[src/rtl/nvme_pcie_pkg.sv]
// Shared definitions for the NVMe PCIe completer-request path.
// It holds the tuser bit positions, request-type codes, doorbell layout and FSM states.
package nvme_pcie_pkg;

    localparam int TUSER_FIRST_BE_LSB = 0;
    localparam int TUSER_LAST_BE_LSB  = 4;
    localparam int TUSER_SOP_BIT      = 40;
    localparam int TUSER_DISC_BIT     = 41;

    localparam logic [3:0] REQ_MEM_RD = 4'b0000;
    localparam logic [3:0] REQ_MEM_WR = 4'b0001;

    localparam logic [15:0] DB_BASE  = 16'h1000;
    localparam int          DB_IDX_W = 14;

    typedef enum logic [1:0] {
        ST_IDLE = 2'd0,
        ST_DATA = 2'd1,
        ST_DROP = 2'd2
    } state_t;

    typedef struct packed {
        logic [13:0] dw_addr;
        logic [10:0] dword_count;
        logic [3:0]  first_be;
        logic [3:0]  last_be;
    } cq_desc_t;

    typedef struct packed {
        logic                hit;
        logic [DB_IDX_W-1:0] idx;
        logic [1:0]          be;
    } db_target_t;

    // Doorbells are 16 bits wide, so only byte lanes 0 and 1 can change them.
    function automatic logic [15:0] merge_db(input logic [15:0] cur,
                                             input logic [15:0] wdata,
                                             input logic [1:0]  be);
        logic [15:0] r;
        r = cur;
        if (be[0]) r[7:0]  = wdata[7:0];
        if (be[1]) r[15:8] = wdata[15:8];
        return r;
    endfunction

endpackage

[src/rtl/db_addr_decode.sv]
// Maps a latched MemWr descriptor onto doorbell indices for the one or two dwords of its data beat.
// Even indices are SQ tails and odd indices are CQ heads; the doorbells are packed with zero stride.
module db_addr_decode
    import nvme_pcie_pkg::*;
#(
    parameter int NUM_QUEUES = 2
) (
    input  logic [13:0] dw_addr,
    input  logic [10:0] dword_count,
    input  logic [3:0]  first_be,
    input  logic [3:0]  last_be,
    input  logic [1:0]  keep,
    output db_target_t  dw0,
    output db_target_t  dw1
);

    localparam logic [DB_IDX_W-1:0] NUM_DB = DB_IDX_W'(2 * NUM_QUEUES);

    logic [15:0]         byte_off;
    logic [15:0]         rel_off;
    logic                below_base;
    logic [DB_IDX_W-1:0] idx0;
    logic [DB_IDX_W-1:0] idx1;
    logic                unused_bits;

    assign byte_off   = {dw_addr, 2'b00};
    assign below_base = byte_off < DB_BASE;
    assign rel_off    = byte_off - DB_BASE;
    assign idx0       = rel_off[15:2];
    assign idx1       = idx0 + DB_IDX_W'(1);

    assign dw0 = '{hit: !below_base && (idx0 < NUM_DB) && (|first_be[1:0]) && keep[0],
                   idx: idx0,
                   be:  first_be[1:0]};

    // The second dword exists only for two-dword writes and lands on the next doorbell.
    assign dw1 = '{hit: (dword_count == 11'd2) && !below_base && (idx1 < NUM_DB) &&
                        (|last_be[1:0]) && keep[1],
                   idx: idx1,
                   be:  last_be[1:0]};

    assign unused_bits = ^{first_be[3:2], last_be[3:2], rel_off[1:0]};

endmodule

[src/rtl/doorbell_receiver.sv]
// Receives NVMe doorbell writes from the PCIe completer-request stream and keeps the SQ tail / CQ head registers.
// A doorbell write is one MemWr TLP: a descriptor beat, then one data beat carrying one or two dwords.
module doorbell_receiver
    import nvme_pcie_pkg::*;
#(
    parameter int C_DATA_WIDTH        = 128,
    parameter int AXI4_CQ_TUSER_WIDTH = 85,
    parameter int KEEP_WIDTH          = C_DATA_WIDTH / 32,
    parameter int NUM_QUEUES          = 2,
    parameter int QUEUE_DEPTH         = 64
) (
    input  logic                           user_clk,
    input  logic                           user_reset_n,
    input  logic [C_DATA_WIDTH-1:0]        m_axis_cq_tdata,
    input  logic [AXI4_CQ_TUSER_WIDTH-1:0] m_axis_cq_tuser,
    input  logic [KEEP_WIDTH-1:0]          m_axis_cq_tkeep,
    input  logic                           m_axis_cq_tlast,
    input  logic                           m_axis_cq_tvalid,
    output logic                           m_axis_cq_tready,
    output logic [NUM_QUEUES*16-1:0]       sq_tail,
    output logic [NUM_QUEUES*16-1:0]       cq_head,
    output logic [NUM_QUEUES-1:0]          sq_tail_upd,
    output logic [NUM_QUEUES-1:0]          cq_head_upd,
    output logic                           db_err,
    output logic                           tlp_drop
);

    localparam int          NUM_DB    = 2 * NUM_QUEUES;
    localparam logic [15:0] DEPTH_LIM = 16'(QUEUE_DEPTH);

    // Handshake: a beat transfers on a rising user_clk edge where tvalid and tready are both high.
    // The stream is never back-pressured, so tready simply follows reset.
    assign m_axis_cq_tready = user_reset_n;

    state_t      state_q, state_d;
    cq_desc_t    desc_q;
    logic [15:0] db_q [NUM_DB];
    logic [15:0] db_d [NUM_DB];
    logic [NUM_DB-1:0] upd_q, upd_d;
    logic        err_q, err_d;
    logic        drop_q, drop_d;

    logic        beat;
    logic        sop;
    logic        disc;
    logic        tlast;
    logic        desc_ok;
    logic        any_upd;
    logic [15:0] cur0, cur1;
    logic [15:0] new0, new1;
    db_target_t  dw0, dw1;
    cq_desc_t    beat_desc;
    logic        unused_bits;

    assign beat  = m_axis_cq_tvalid && m_axis_cq_tready;
    assign sop   = m_axis_cq_tuser[TUSER_SOP_BIT];
    assign disc  = m_axis_cq_tuser[TUSER_DISC_BIT];
    assign tlast = m_axis_cq_tlast;

    assign beat_desc = '{dw_addr:     m_axis_cq_tdata[15:2],
                         dword_count: m_axis_cq_tdata[74:64],
                         first_be:    m_axis_cq_tuser[TUSER_FIRST_BE_LSB +: 4],
                         last_be:     m_axis_cq_tuser[TUSER_LAST_BE_LSB +: 4]};

    assign desc_ok = sop && !tlast && !disc &&
                     (m_axis_cq_tdata[78:75] == REQ_MEM_WR) &&
                     (m_axis_cq_tdata[114:112] == 3'd0) &&
                     ((beat_desc.dword_count == 11'd1) || (beat_desc.dword_count == 11'd2));

    db_addr_decode #(
        .NUM_QUEUES (NUM_QUEUES)
    ) u_decode (
        .dw_addr     (desc_q.dw_addr),
        .dword_count (desc_q.dword_count),
        .first_be    (desc_q.first_be),
        .last_be     (desc_q.last_be),
        .keep        (m_axis_cq_tkeep[1:0]),
        .dw0         (dw0),
        .dw1         (dw1)
    );

    always_comb begin
        state_d = state_q;
        upd_d   = '0;
        err_d   = 1'b0;
        drop_d  = 1'b0;
        any_upd = 1'b0;
        cur0    = '0;
        cur1    = '0;
        for (int j = 0; j < NUM_DB; j++) begin
            db_d[j] = db_q[j];
            if (dw0.idx == DB_IDX_W'(j)) cur0 = db_q[j];
            if (dw1.idx == DB_IDX_W'(j)) cur1 = db_q[j];
        end
        new0 = merge_db(cur0, m_axis_cq_tdata[15:0], dw0.be);
        new1 = merge_db(cur1, m_axis_cq_tdata[47:32], dw1.be);

        case (state_q)
            ST_IDLE: begin
                if (beat) begin
                    if (desc_ok)     state_d = ST_DATA;
                    else if (!tlast) state_d = ST_DROP;
                    else             drop_d  = 1'b1;
                end
            end
            ST_DATA: begin
                if (beat) begin
                    if (!disc) begin
                        if (dw0.hit) begin
                            if (new0 >= DEPTH_LIM) begin
                                err_d = 1'b1;
                            end else begin
                                any_upd = 1'b1;
                                for (int j = 0; j < NUM_DB; j++) begin
                                    if (dw0.idx == DB_IDX_W'(j)) begin
                                        db_d[j]  = new0;
                                        upd_d[j] = 1'b1;
                                    end
                                end
                            end
                        end
                        if (dw1.hit) begin
                            if (new1 >= DEPTH_LIM) begin
                                err_d = 1'b1;
                            end else begin
                                any_upd = 1'b1;
                                for (int j = 0; j < NUM_DB; j++) begin
                                    if (dw1.idx == DB_IDX_W'(j)) begin
                                        db_d[j]  = new1;
                                        upd_d[j] = 1'b1;
                                    end
                                end
                            end
                        end
                    end
                    // A TLP that runs past its data beat reports the drop when ST_DROP sees tlast.
                    if (tlast) begin
                        state_d = ST_IDLE;
                        drop_d  = !any_upd;
                    end else begin
                        state_d = ST_DROP;
                    end
                end
            end
            ST_DROP: begin
                if (beat && tlast) begin
                    state_d = ST_IDLE;
                    drop_d  = 1'b1;
                end
            end
            default: state_d = ST_IDLE;
        endcase
    end

    always_ff @(posedge user_clk or negedge user_reset_n) begin
        if (!user_reset_n) begin
            state_q <= ST_IDLE;
            desc_q  <= '0;
            upd_q   <= '0;
            err_q   <= 1'b0;
            drop_q  <= 1'b0;
            for (int j = 0; j < NUM_DB; j++) db_q[j] <= '0;
        end else begin
            state_q <= state_d;
            upd_q   <= upd_d;
            err_q   <= err_d;
            drop_q  <= drop_d;
            for (int j = 0; j < NUM_DB; j++) db_q[j] <= db_d[j];
            if (state_q == ST_IDLE && beat && sop) desc_q <= beat_desc;
        end
    end

    for (genvar y = 0; y < NUM_QUEUES; y++) begin : g_pack
        assign sq_tail[16*y +: 16] = db_q[2*y];
        assign cq_head[16*y +: 16] = db_q[2*y+1];
        assign sq_tail_upd[y]      = upd_q[2*y];
        assign cq_head_upd[y]      = upd_q[2*y+1];
    end

    assign db_err   = err_q;
    assign tlp_drop = drop_q;

    assign unused_bits = ^{m_axis_cq_tdata[C_DATA_WIDTH-1:115], m_axis_cq_tdata[111:79],
                           m_axis_cq_tdata[63:48], m_axis_cq_tdata[31:16], m_axis_cq_tdata[1:0],
                           m_axis_cq_tuser[AXI4_CQ_TUSER_WIDTH-1:42], m_axis_cq_tuser[39:8],
                           m_axis_cq_tkeep[KEEP_WIDTH-1:2]};

endmodule

[config.mk]
export PLATFORM = sky130hd
export DESIGN_NAME = doorbell_receiver
export DESIGN_NICKNAME = d
export VERILOG_FILES = /design/src/rtl/nvme_pcie_pkg.sv /design/src/rtl/db_addr_decode.sv /design/src/rtl/doorbell_receiver.sv
export SDC_FILE = /design/constraint.sdc
export NUM_CORES = 1
export LEC_CHECK = 0
export ABC_AREA = 1
export BUFFER_PORTS_ARGS = -buffer_cell sky130_fd_sc_hd__buf_2
export CELL_PAD_IN_SITES_DETAIL_PLACEMENT = 0
export CELL_PAD_IN_SITES_GLOBAL_PLACEMENT = 1
export CORE_ASPECT_RATIO = 0.6
export CORE_UTILIZATION = 31
export DETAILED_ROUTE_END_ITERATION = 7
export PLACE_DENSITY = 0.85
export SYNTH_ARGS = -nofsm -noshare
export SYNTH_HDL_FRONTEND = slang
export SYNTH_HIERARCHICAL = 1
export SYNTH_SLANG_ARGS = --single-unit
[constraint.sdc]
create_clock -name user_clk -period 2.78 [get_ports user_clk]
set_clock_uncertainty 0.05 [all_clocks]
set_input_delay 0.556 -clock user_clk [delete_from_list [all_inputs] [get_ports user_clk]]
set_output_delay 0.556 -clock user_clk [all_outputs]
set_load 0.05 [all_outputs]
==> results.yml <==
timing:
  finalHoldViolCount: 0
  rsz0062_at_grt: "true"
  timing.final.crit_share: 1.188
  fin_ws_ns: -0.5233
  period_minus_slack_ns: 3.303
  slew_headroom: 0.4678
  drv_slew: 0
  worst_slew_pin_slew_ns: 0.7984
  setup_viol: 70
  hold_slack_ns: 0.3744
  fmax_mhz: 302.7
clock_tree:
  cts_tree: "done"
  clock_latency_ns: 0.37
  numCtsBuffers: 9
  clockBufferDepth: 2
  cts_max_level: 3
  cts_root_buf: "clkbuf_16"
  path_clk_slew_ns: 0.07
  cts.sink_count: 101
worst_setup_path:
  cp_max_fo: 10
  worstPathRequired_ns: 2.98
  rrSetupSlack_ns: -0.52
  worstSetupEndpoint: "cq_head[6]"
  slowest_delay_ns: 0.42
  crit_start: "desc_q[20]"
  crit_chain: "buf_6 > nand3_4 > inv_2 > nand2_2 > nor2_4 > nand3_2 > nand2_2 > inv_1 > or2_4 > nor2_8 > nand3_4 > o21bai_4 > inv_1 > o21ai_1 > nand2_1 > nor2_2 > nand3_2 > nor2_4 > buf_12 > nand3_4 > buf_12 > nand4_1 > nand2_1"
  cp.arrival_ns: 3.51
  end_kind: "register"
  r2r-start: "desc_q[20]"
  startpoint_type: "register"
  cp_common_cell: "nand3_4"
  r2r_cells: 23
  regToRegEndpoint: "cq_head[6]"
  critPathKind: "register to register"
  crit_path_top_delay_cell: "dfrtp_1"
outcome:
  status: "finished with violations"
  violations: "negative setup slack"
floorplanning:
  io_pins: 292
  die_area_mm2: 0.02484
  core-area_mm2: 0.02340
  rows: 43
  die_h_um: 122.5
  initial_core_util: 0.3204
  die_x_um: 202.8
synthesis:
  netlist_area_mm2: 0.007500
  syn_inst: 1086
  yosysWarnings: 6
  avgSynthCellArea_um2: 6.906
  synth_nets: 1311
global_route:
  grt_usage: 0.2339
  grt_pass1_vias: 7498
  grt_pass1_wl_mm: 43.61
  grt_overflow_total: 0
  grt_max_degree: 55
  antenna_found_initial: 0
routing:
  num_vias: 8480
  viasPerCell: 5.248
  drc: 0
  avgRoutedWirePerCell_um: 17.98
  drt_first_pass_iters: 5
  antenna_left: 0
  drt_iter0_drc: 956
  wl_mm: 29.05
cells_and_area:
  instances_no_fill: 1616
  nets: 1521
  drive_above_1_share: 0.3021
  diodes: 0
  area_delta_synth_final_pct: 32.83
placed_design:
  place_inst: 1584
  routabilityCongestion: 1.047
  port_buffers: 132
  post-dp-hpwl_mm: 22.43
power:
  finalPower_mw: 6.827
  ir_worst_vdd_uv: 333.4
  p_leak_nw: 5.257
  power_density_mw_per_mm2: 685.3
min_path:
  holdCritPathClass: "input port to register"
flow_run:
  cap_violations: 0
-- critical path, delay by kind of cell (launching register included) --
| family | cells | cell delay, ns |
|---|---|---|
| flip-flops | 1 | 0.42 |
| buffers and inverters | 6 | 0.66 |
| AND/OR/NAND/NOR | 15 | 1.81 |
| AO/OA/AOI/OAI | 2 | 0.24 |
-- routing by layer --
layer  GRT usage  share of wire  wire length (um)
met3     0.05682           0.11              3120
met2      0.3151           0.39             11260
met5           0              0                 0
met4     0.04934          0.013               370
met1      0.3658           0.49             14310
-- flip-flops by register name, indices dropped and copies added (netlist names) --
name / flops
sq_tail: 32
state_q: 2
tlp_drop: 1
cq_head: 32
desc_q: 29
db_err: 1
upd_q: 4
-- final cells by class --
| type | instances | area [um^2] |
|---|---|---|
| fillers | 2439 | 13440 |
| multi-input cells | 802 | 4327 |
| flip-flops and latches | 101 | 2529 |
| repair buffers | 268 | 1971 |
| inverters | 114 | 427.9 |
| well taps | 315 | 394.1 |
| clock buffers | 9 | 225.2 |
| clock inverters | 7 | 88.84 |
-- where the power goes --
| part | switching [mW] | total [mW] | internal [mW] |
|---|---|---|---|
| Combinational | 1.98 | 3.55 | 1.57 |
| Clock | 0.658 | 1.38 | 0.724 |
| Sequential | 0.204 | 1.89 | 1.69 |
-- worst min-delay path by stage --
stage               cells after the start               start           to  slack [ns]
detailed placement                      1        user_reset_n  cq_head[15]        0.34
CTS                                     2  m_axis_cq_tuser[5]    desc_q[1]        0.37
finish                                  2  m_axis_cq_tuser[5]    desc_q[1]        0.37
global placement                        1        user_reset_n  cq_head[15]        0.34
global route                            2  m_axis_cq_tuser[1]    desc_q[5]        0.37
floorplan                               0        user_reset_n   cq_head[0]        0.21
-- cell usage in the layout, fill, tap and decap left out, types with 3 or more instances in the layout --
cell,instances
nand2_1,365
buf_2,131
nand4_1,120
buf_4,111
dfrtp_1,100
inv_1,99
nand3_1,80
nor2_1,52
o21ai_0,26
mux2_2,21
buf_12,17
nand2_2,14
inv_2,14
nor2_4,13
o21ai_1,13
o2111ai_1,12
clkbuf_16,12
nand3_4,9
nor2_2,9
nand3_2,9
nor3_1,9
o211ai_1,6
nor4_1,6
mux2i_1,5
a21oi_2,5
buf_6,5
nand2_4,4
o21ai_2,3
inv_8,3
-- repair_timing --
action	in CTS	in global routing
setup buffers	8	4
hold endpoints to repair	4	0
cloned	0	3
hold buffers	1	0
pin swaps	0	22
resized for setup	17	31
setup endpoints to repair	70	70
-- metrics by stage --
step | cell area (um^2) | setup TNS (ns) | utilization | setup WS, ns
6_report | 9962 | -33.01 | 0.4257 | -0.5233
5_1_grt | 9962 | -44.42 | 0.4257 | -0.6964
4_1_cts | 9747 | -26.62 | 0.4165 | -0.4416
3_5_place_dp | 9280 | -29.69 | 0.3965 | -0.5084
3_3_place_gp | 9280 | -24.54 | 0.3965 | -0.4011
2_1_floorplan | 7543 | -8.777 | - | -0.1855
(Power assumes the default switching activity.)
